### src/rtl/machine_mode_types_1_11_pkg.sv
// Shared machine-mode types: trap sequencer states, cause priority tables, mtvec modes.
package machine_mode_types_1_11_pkg;

  typedef enum logic [2:0] {
    IDLE,
    TRAP_WAIT,
    TRAP_COMMIT,
    RET_WAIT,
    RET_COMMIT,
    REDIRECT
  } trap_seq_state_t;

  // Index 0 is the highest priority cause code.
  localparam int N_EXC_PRIO = 14;
  localparam logic [3:0] EXC_PRIO [N_EXC_PRIO] = '{
    4'd3, 4'd12, 4'd1, 4'd2, 4'd0, 4'd8, 4'd9,
    4'd11, 4'd6, 4'd4, 4'd15, 4'd13, 4'd7, 4'd5
  };

  localparam int N_INT_PRIO = 9;
  localparam logic [3:0] INT_PRIO [N_INT_PRIO] = '{
    4'd11, 4'd3, 4'd7, 4'd9, 4'd1, 4'd5, 4'd8, 4'd0, 4'd4
  };

  localparam logic [1:0] MTVEC_DIRECT   = 2'd0;
  localparam logic [1:0] MTVEC_VECTORED = 2'd1;

endpackage

### src/rtl/priv_1_11_cause_prio.sv
// Combinational pick of the highest-priority exception and enabled interrupt.
module priv_1_11_cause_prio
  import machine_mode_types_1_11_pkg::*;
#(
  parameter int EXC_W = 16,
  parameter int INT_W = 12
) (
  input  logic [EXC_W-1:0] exc_req,
  input  logic [INT_W-1:0] int_pend,
  input  logic             mstatus_mie,
  output logic             exc_valid,
  output logic [3:0]       exc_code,
  output logic             int_valid,
  output logic [3:0]       int_code
);

  logic int_any;

  // Walk lowest priority first so the highest-priority hit is written last.
  always_comb begin
    exc_valid = 1'b0;
    exc_code  = 4'd0;
    for (int i = N_EXC_PRIO - 1; i >= 0; i--) begin
      if (int'(EXC_PRIO[i]) < EXC_W && exc_req[EXC_PRIO[i]]) begin
        exc_valid = 1'b1;
        exc_code  = EXC_PRIO[i];
      end
    end
  end

  always_comb begin
    int_any  = 1'b0;
    int_code = 4'd0;
    for (int i = N_INT_PRIO - 1; i >= 0; i--) begin
      if (int'(INT_PRIO[i]) < INT_W && int_pend[INT_PRIO[i]]) begin
        int_any  = 1'b1;
        int_code = INT_PRIO[i];
      end
    end
  end

  assign int_valid = mstatus_mie & int_any;

endmodule

### src/rtl/priv_1_11_trap_sequencer.sv
// Machine-mode trap entry / MRET sequencer: latch, wait for drain, commit CSRs, redirect fetch.
module priv_1_11_trap_sequencer
  import machine_mode_types_1_11_pkg::*;
#(
  parameter int EXC_W = 16,
  parameter int INT_W = 12
) (
  input  logic             CLK,
  input  logic             nRST,
  input  logic [EXC_W-1:0] exc_req,
  input  logic [31:0]      exc_epc,
  input  logic [31:0]      exc_tval,
  input  logic [INT_W-1:0] mip,
  input  logic [INT_W-1:0] mie,
  input  logic             mstatus_mie,
  input  logic             mstatus_mpie,
  input  logic [31:0]      mtvec,
  input  logic [31:0]      mepc,
  input  logic [31:0]      int_epc,
  input  logic             mret,
  input  logic             pipe_clear,
  output logic             busy,
  output logic             mcause_rup,
  output logic             mepc_rup,
  output logic             mtval_rup,
  output logic             mstatus_rup,
  output logic [31:0]      mcause_next,
  output logic [31:0]      mepc_next,
  output logic [31:0]      mtval_next,
  output logic             mie_next,
  output logic             mpie_next,
  output logic             intr,
  output logic             insert_pc,
  output logic [31:0]      priv_pc
);

  trap_seq_state_t state;
  logic [3:0]  code_q;
  logic [31:0] epc_q, tval_q;
  logic        intr_q;

  logic        exc_valid, int_valid;
  logic [3:0]  exc_code, int_code;
  logic [31:0] trap_target;

  priv_1_11_cause_prio #(.EXC_W(EXC_W), .INT_W(INT_W)) u_prio (
    .exc_req     (exc_req),
    .int_pend    (mip & mie),
    .mstatus_mie (mstatus_mie),
    .exc_valid   (exc_valid),
    .exc_code    (exc_code),
    .int_valid   (int_valid),
    .int_code    (int_code)
  );

  // Only interrupts are vectored; exceptions always land on the base.
  assign trap_target = {mtvec[31:2], 2'b00} +
                       ((intr_q && mtvec[1:0] == MTVEC_VECTORED) ? {26'd0, code_q, 2'b00} : 32'd0);

  assign busy        = (state != IDLE);
  assign mcause_next = {intr_q, 27'd0, code_q};
  assign mepc_next   = epc_q;
  assign mtval_next  = tval_q;
  assign intr        = intr_q;

  always_ff @(posedge CLK) begin
    if (!nRST) begin
      state       <= IDLE;
      code_q      <= 4'd0;
      epc_q       <= 32'd0;
      tval_q      <= 32'd0;
      intr_q      <= 1'b0;
      mcause_rup  <= 1'b0;
      mepc_rup    <= 1'b0;
      mtval_rup   <= 1'b0;
      mstatus_rup <= 1'b0;
      mie_next    <= 1'b0;
      mpie_next   <= 1'b0;
      insert_pc   <= 1'b0;
      priv_pc     <= 32'd0;
    end else begin
      // Strobes and redirect are single-cycle; set only on entry to their state.
      mcause_rup  <= 1'b0;
      mepc_rup    <= 1'b0;
      mtval_rup   <= 1'b0;
      mstatus_rup <= 1'b0;
      insert_pc   <= 1'b0;
      case (state)
        IDLE: begin
          if (exc_valid) begin
            code_q <= exc_code;
            epc_q  <= exc_epc;
            tval_q <= exc_tval;
            intr_q <= 1'b0;
            state  <= TRAP_WAIT;
          end else if (int_valid) begin
            code_q <= int_code;
            epc_q  <= int_epc;
            tval_q <= 32'd0;
            intr_q <= 1'b1;
            state  <= TRAP_WAIT;
          end else if (mret) begin
            state <= RET_WAIT;
          end
        end
        TRAP_WAIT: begin
          if (intr_q && exc_valid) begin
            code_q <= exc_code;
            epc_q  <= exc_epc;
            tval_q <= exc_tval;
            intr_q <= 1'b0;
          end else if (pipe_clear) begin
            mcause_rup  <= 1'b1;
            mepc_rup    <= 1'b1;
            mtval_rup   <= 1'b1;
            mstatus_rup <= 1'b1;
            mie_next    <= 1'b0;
            mpie_next   <= mstatus_mie;
            state       <= TRAP_COMMIT;
          end
        end
        TRAP_COMMIT: begin
          insert_pc <= 1'b1;
          priv_pc   <= trap_target;
          state     <= REDIRECT;
        end
        RET_WAIT: begin
          // A late exception wins over the pending return.
          if (exc_valid) begin
            code_q <= exc_code;
            epc_q  <= exc_epc;
            tval_q <= exc_tval;
            intr_q <= 1'b0;
            state  <= TRAP_WAIT;
          end else if (pipe_clear) begin
            mstatus_rup <= 1'b1;
            mie_next    <= mstatus_mpie;
            mpie_next   <= 1'b1;
            state       <= RET_COMMIT;
          end
        end
        RET_COMMIT: begin
          insert_pc <= 1'b1;
          priv_pc   <= mepc;
          state     <= REDIRECT;
        end
        REDIRECT: state <= IDLE;
        default:  state <= IDLE;
      endcase
    end
  end

endmodule

### config.mk
export PLATFORM = sky130hd
export DESIGN_NAME = priv_1_11_trap_sequencer
export DESIGN_NICKNAME = d
export VERILOG_FILES = /design/src/rtl/machine_mode_types_1_11_pkg.sv /design/src/rtl/priv_1_11_cause_prio.sv /design/src/rtl/priv_1_11_trap_sequencer.sv
export SDC_FILE = /design/constraint.sdc
export NUM_CORES = 1
export LEC_CHECK = 0
export ABC_AREA = 0
export BUFFER_PORTS_ARGS = -buffer_cell sky130_fd_sc_hd__buf_2
export CAP_MARGIN = 20
export CORE_AREA = 2 2 132 134
export DETAILED_ROUTE_END_ITERATION = 7
export DIE_AREA = 0 0 134 136
export GPL_TIMING_DRIVEN = 0
export PLACE_DENSITY = 0.78
export SLEW_MARGIN = 10
export SYNTH_ARGS = -nofsm -noshare
export SYNTH_HDL_FRONTEND = slang
export SYNTH_SLANG_ARGS = --single-unit
### constraint.sdc
create_clock -name CLK -period 7.05 [get_ports CLK]
set_input_delay 2.115 -clock CLK [delete_from_list [all_inputs] [get_ports CLK]]
set_output_delay 2.115 -clock CLK [all_outputs]
set_load 0.01 [all_outputs]
==> metrics.md <==
| Metric | Value |
|---|---|
| FF+latch area | `0.00218 mm²` |
| Detailed-route via count | `6,449` |
| Ys async rst share | `0` |
| Syn avg cell area | `8.14 µm²` |
| Crit Path Max Fanout | `8` |
| Max Clk Rate | `0.212 GHz` |
| Hold Crit Class | `flop to flop` |
| Share of cells above drive strength 1 | `0.390` |
| Area of the die | `0.0182 mm²` |
| Input/output buffers | `slightly above 300` |
| Slowest stage delay, CP | `~0.65 ns` |
| Routed Antenna Nets | `0` |
| RD Place Congestion | `~0.94` |
| Ys Warns | `0` |
| RSZ-0062 raised after global routing | `no` |
| Initial core utilization | `0.345` |
| Final Max Tran Viols | `0` |
| CTS Hold Buffers Added | `0` |
| Crit Reg-Reg Startpoint | `intr` |
| Iter 0 DRT Violations | `387` |
| Largest net degree at the start of global routing | `21` |
| Post-synth top area share | `0.375` |
| IO Count | `343` |
| MaxCap Viol Count | `0` |
| Clock transition at path regs | `0.07 ns` |
| Leading area contributor after synthesis | `dfxtp_1` |
| Num Clock Sinks | `approximately 110` |
| Worst Setup Path Type | `input pin to flop` |
| CTS Root Cell | `clkbuf_16` |
| Fillers | `1,685` |
| Final antenna diode count | `0` |
| R2R depth | `11` |
| Vias in the first global route | `6,027` |
| Leakage power | `~3.8 nW` |
| CP max-delay cell | `a21oi_1` |
| GR Util All Layers | `0.215` |
| Post-CTS Resized | `0` |
| Syn Inst Count | `~720` |
| Max transition margin | `0.401` |
| Detailed Place HPWL | `approximately 16,000 µm` |
| Setup crit end | `priv_pc[30]` |
| Footprint of the multi-input gates | `around 0.0032 mm²` |
| Setup tns final | `0 ns` |
| Crit-path most repeated cell | `a21oi_1` |
| Top cells by area, synth | `dfxtp_1, nand2_1, a311oi_2` |
| Status | `finished clean` |
| Routed wire length | `between 20,000 and 25,000 µm` |
| Slew at the pin with the worst max-slew slack | `0.899 ns` |
| Max H-tree Level | `3` |
| CP Capture Type | `flop` |
| Clock Latency Late Sink | `0.35 ns` |
| First-pass GRT wire length | `approximately 30,000 µm` |
| Layout Cells excl Fill | `between 1k and 1.5k` |
| Setup Buffers After CTS | `0` |
| FF-to-FF setup slack | `roughly 3.7 ns` |
| Crit path DAT | `between 4 and 5 ns` |
| Post-layout minimum cycle time | `4.72 ns` |
| Placed cells | `about 1.3k` |
| Final setup viols | `0` |
| Worst Setup SP | `mtvec[1]` |
| Initial antenna violation count | `0` |
| Max clock buf depth | `2` |
| Clk_skew | `0.00993 ns` |
| R2r endpoint | `priv_pc[30]` |
| Post-Synthesis Cell Area | `a little under 0.006 mm²` |
| Cell Chain, Critical Path | `buf_2 -> and3b_1 -> and2_1 -> ha_1 -> inv_1 -> fa_1 -> nand2b_1 -> a21oi_1 -> nand4_1 -> o21a_1 -> o21ai_1 -> a21oi_1` |
| Final worst path period share | `0.669` |
| Global route total overflow | `0` |
| Seq/Total Area, Yosys | `0.375` |
| Commonest cells in the netlist | `nand2_1, dfxtp_1, a21oi_1` |
| Number of remaining DRC errors | `0` |
| Die height | `136 µm` |
| Synthesis-to-layout area growth | `37.8%` |
| Unique masters post-synth | `61` |
| PD cells | `202 mW/mm²` |
| Wire length per cell | `~16 µm` |
| Placement Rows | `between 40 and 50` |
| CTS tree | `yes` |
| Clock buffer count from CTS | `9` |
| DR vias/cell | `5.01` |
| Peak VDD IR | `roughly 0.00011 V` |
| Number of flops mapped to enable cells by yosys | `0` |
| Final hold violations | `0` |
| Number of detailed-route iterations in the first pass | `5` |
| Synth Register Bits | `~110` |
| Core footprint | `0.0169 mm²` |
| Die X | `about 130 µm` |
| Net count, final | `around 1.3k` |
| Most common cell in the netlist | `nand2_1` |
| CP Launch Type | `input pin` |
| Ys flop type | `dfxtp_1` |
| CP required | `approximately 7.3 ns` |
-- state kept, by name, summed over array words and instances (netlist names), 3 cells and up --
name        count
code_q          4
mtval_next     32
priv_pc        32
state           3
mepc_next      32
-- through the flow --
stage               hold slack [ns]  instance area, µm²   util  power (mW)  worst slack, ns
floorplan                     0.476                5920      -       0.946             2.70
global placement              0.436                7730  0.458        1.12             2.05
detailed placement            0.444                7730  0.458        1.13             2.02
CTS                           0.454                8020  0.475        1.63             2.39
global route                  0.468                8020  0.475        1.70             2.23
finish                        0.450                8020  0.475        1.62             2.33
-- metal layers --
layer	wire, µm	up-vias	global-route usage
met5	0	-	0
met4	425	0	0.0745
met3	1590	25	0.0436
met2	10400	297	0.405
met1	7990	2935	0.239
li1	-	3192	-
-- worst min-delay path by stage --
stage               slack, ns  depth (start not counted)              to      startpoint
finish                   0.45                          2   mtval_next[4]   mtval_next[4]
global route             0.47                          2   mtval_next[4]   mtval_next[4]
CTS                      0.45                          2   mtval_next[4]   mtval_next[4]
detailed placement       0.44                          2   mtval_next[1]   mtval_next[1]
global placement         0.44                          2  mtval_next[28]  mtval_next[28]
floorplan                0.48                          2   mtval_next[0]   mtval_next[0]
-- layout by cell type, fill, tap and decap left out, types with 10 or more instances in the layout --
| cell | instances |
|---|---|
| buf_2 | 317 |
| nand2_1 | 138 |
| dfxtp_1 | 109 |
| a21oi_1 | 66 |
| nor2_1 | 61 |
| nand3_1 | 45 |
| a311oi_2 | 32 |
| buf_4 | 31 |
| conb_1 | 27 |
| a22oi_1 | 23 |
| clkbuf_1 | 21 |
| nor3_1 | 17 |
| inv_1 | 12 |
| xor2_1 | 11 |
| o21ai_0 | 11 |
| xnor2_1 | 10 |
-- where the power goes --
part	total, mW	internal [mW]	switching [mW]
clock network	0.511	0.249	0.263
registers	0.702	0.672	0.0298
logic	0.411	0.178	0.233
total	1.62	1.10	0.525
-- cell families (layout without fill, tap and decap cells) --
kind of cell               after synthesis  count (layout)  synth area share
buffers and inverters                   90             412            0.0907
and+or+nand+nor                        301             301             0.237
xor gates and xnor gates                21              21            0.0316
adders and majority gates                5               5            0.0120
other                                    1              27          0.000644
AOI/OAI and AO/OA                      188             188             0.253
DFF                                    109             109             0.375
-- critical path, delay by kind of cell --
kind                       cells  cell delay [ns]
AOI/OAI and AO/OA              4             1.11
and+or+nand+nor                4             1.00
adders and majority gates      2             0.54
buffers and inverters          2             0.14
-- final cells by class --
cell class / instances / share of cell area
plain buffers: 76 / 0.0593
clock buffers: 9 / 0.0281
clock inverters: 7 / 0.00795
inverters: 14 / 0.00655
multi-input cells: 542 / 0.400
flip-flops and latches: 109 / 0.272
well taps: 225 / 0.0351
repair buffers: 306 / 0.191
Note: power is estimated with default switching activity, not from simulation.
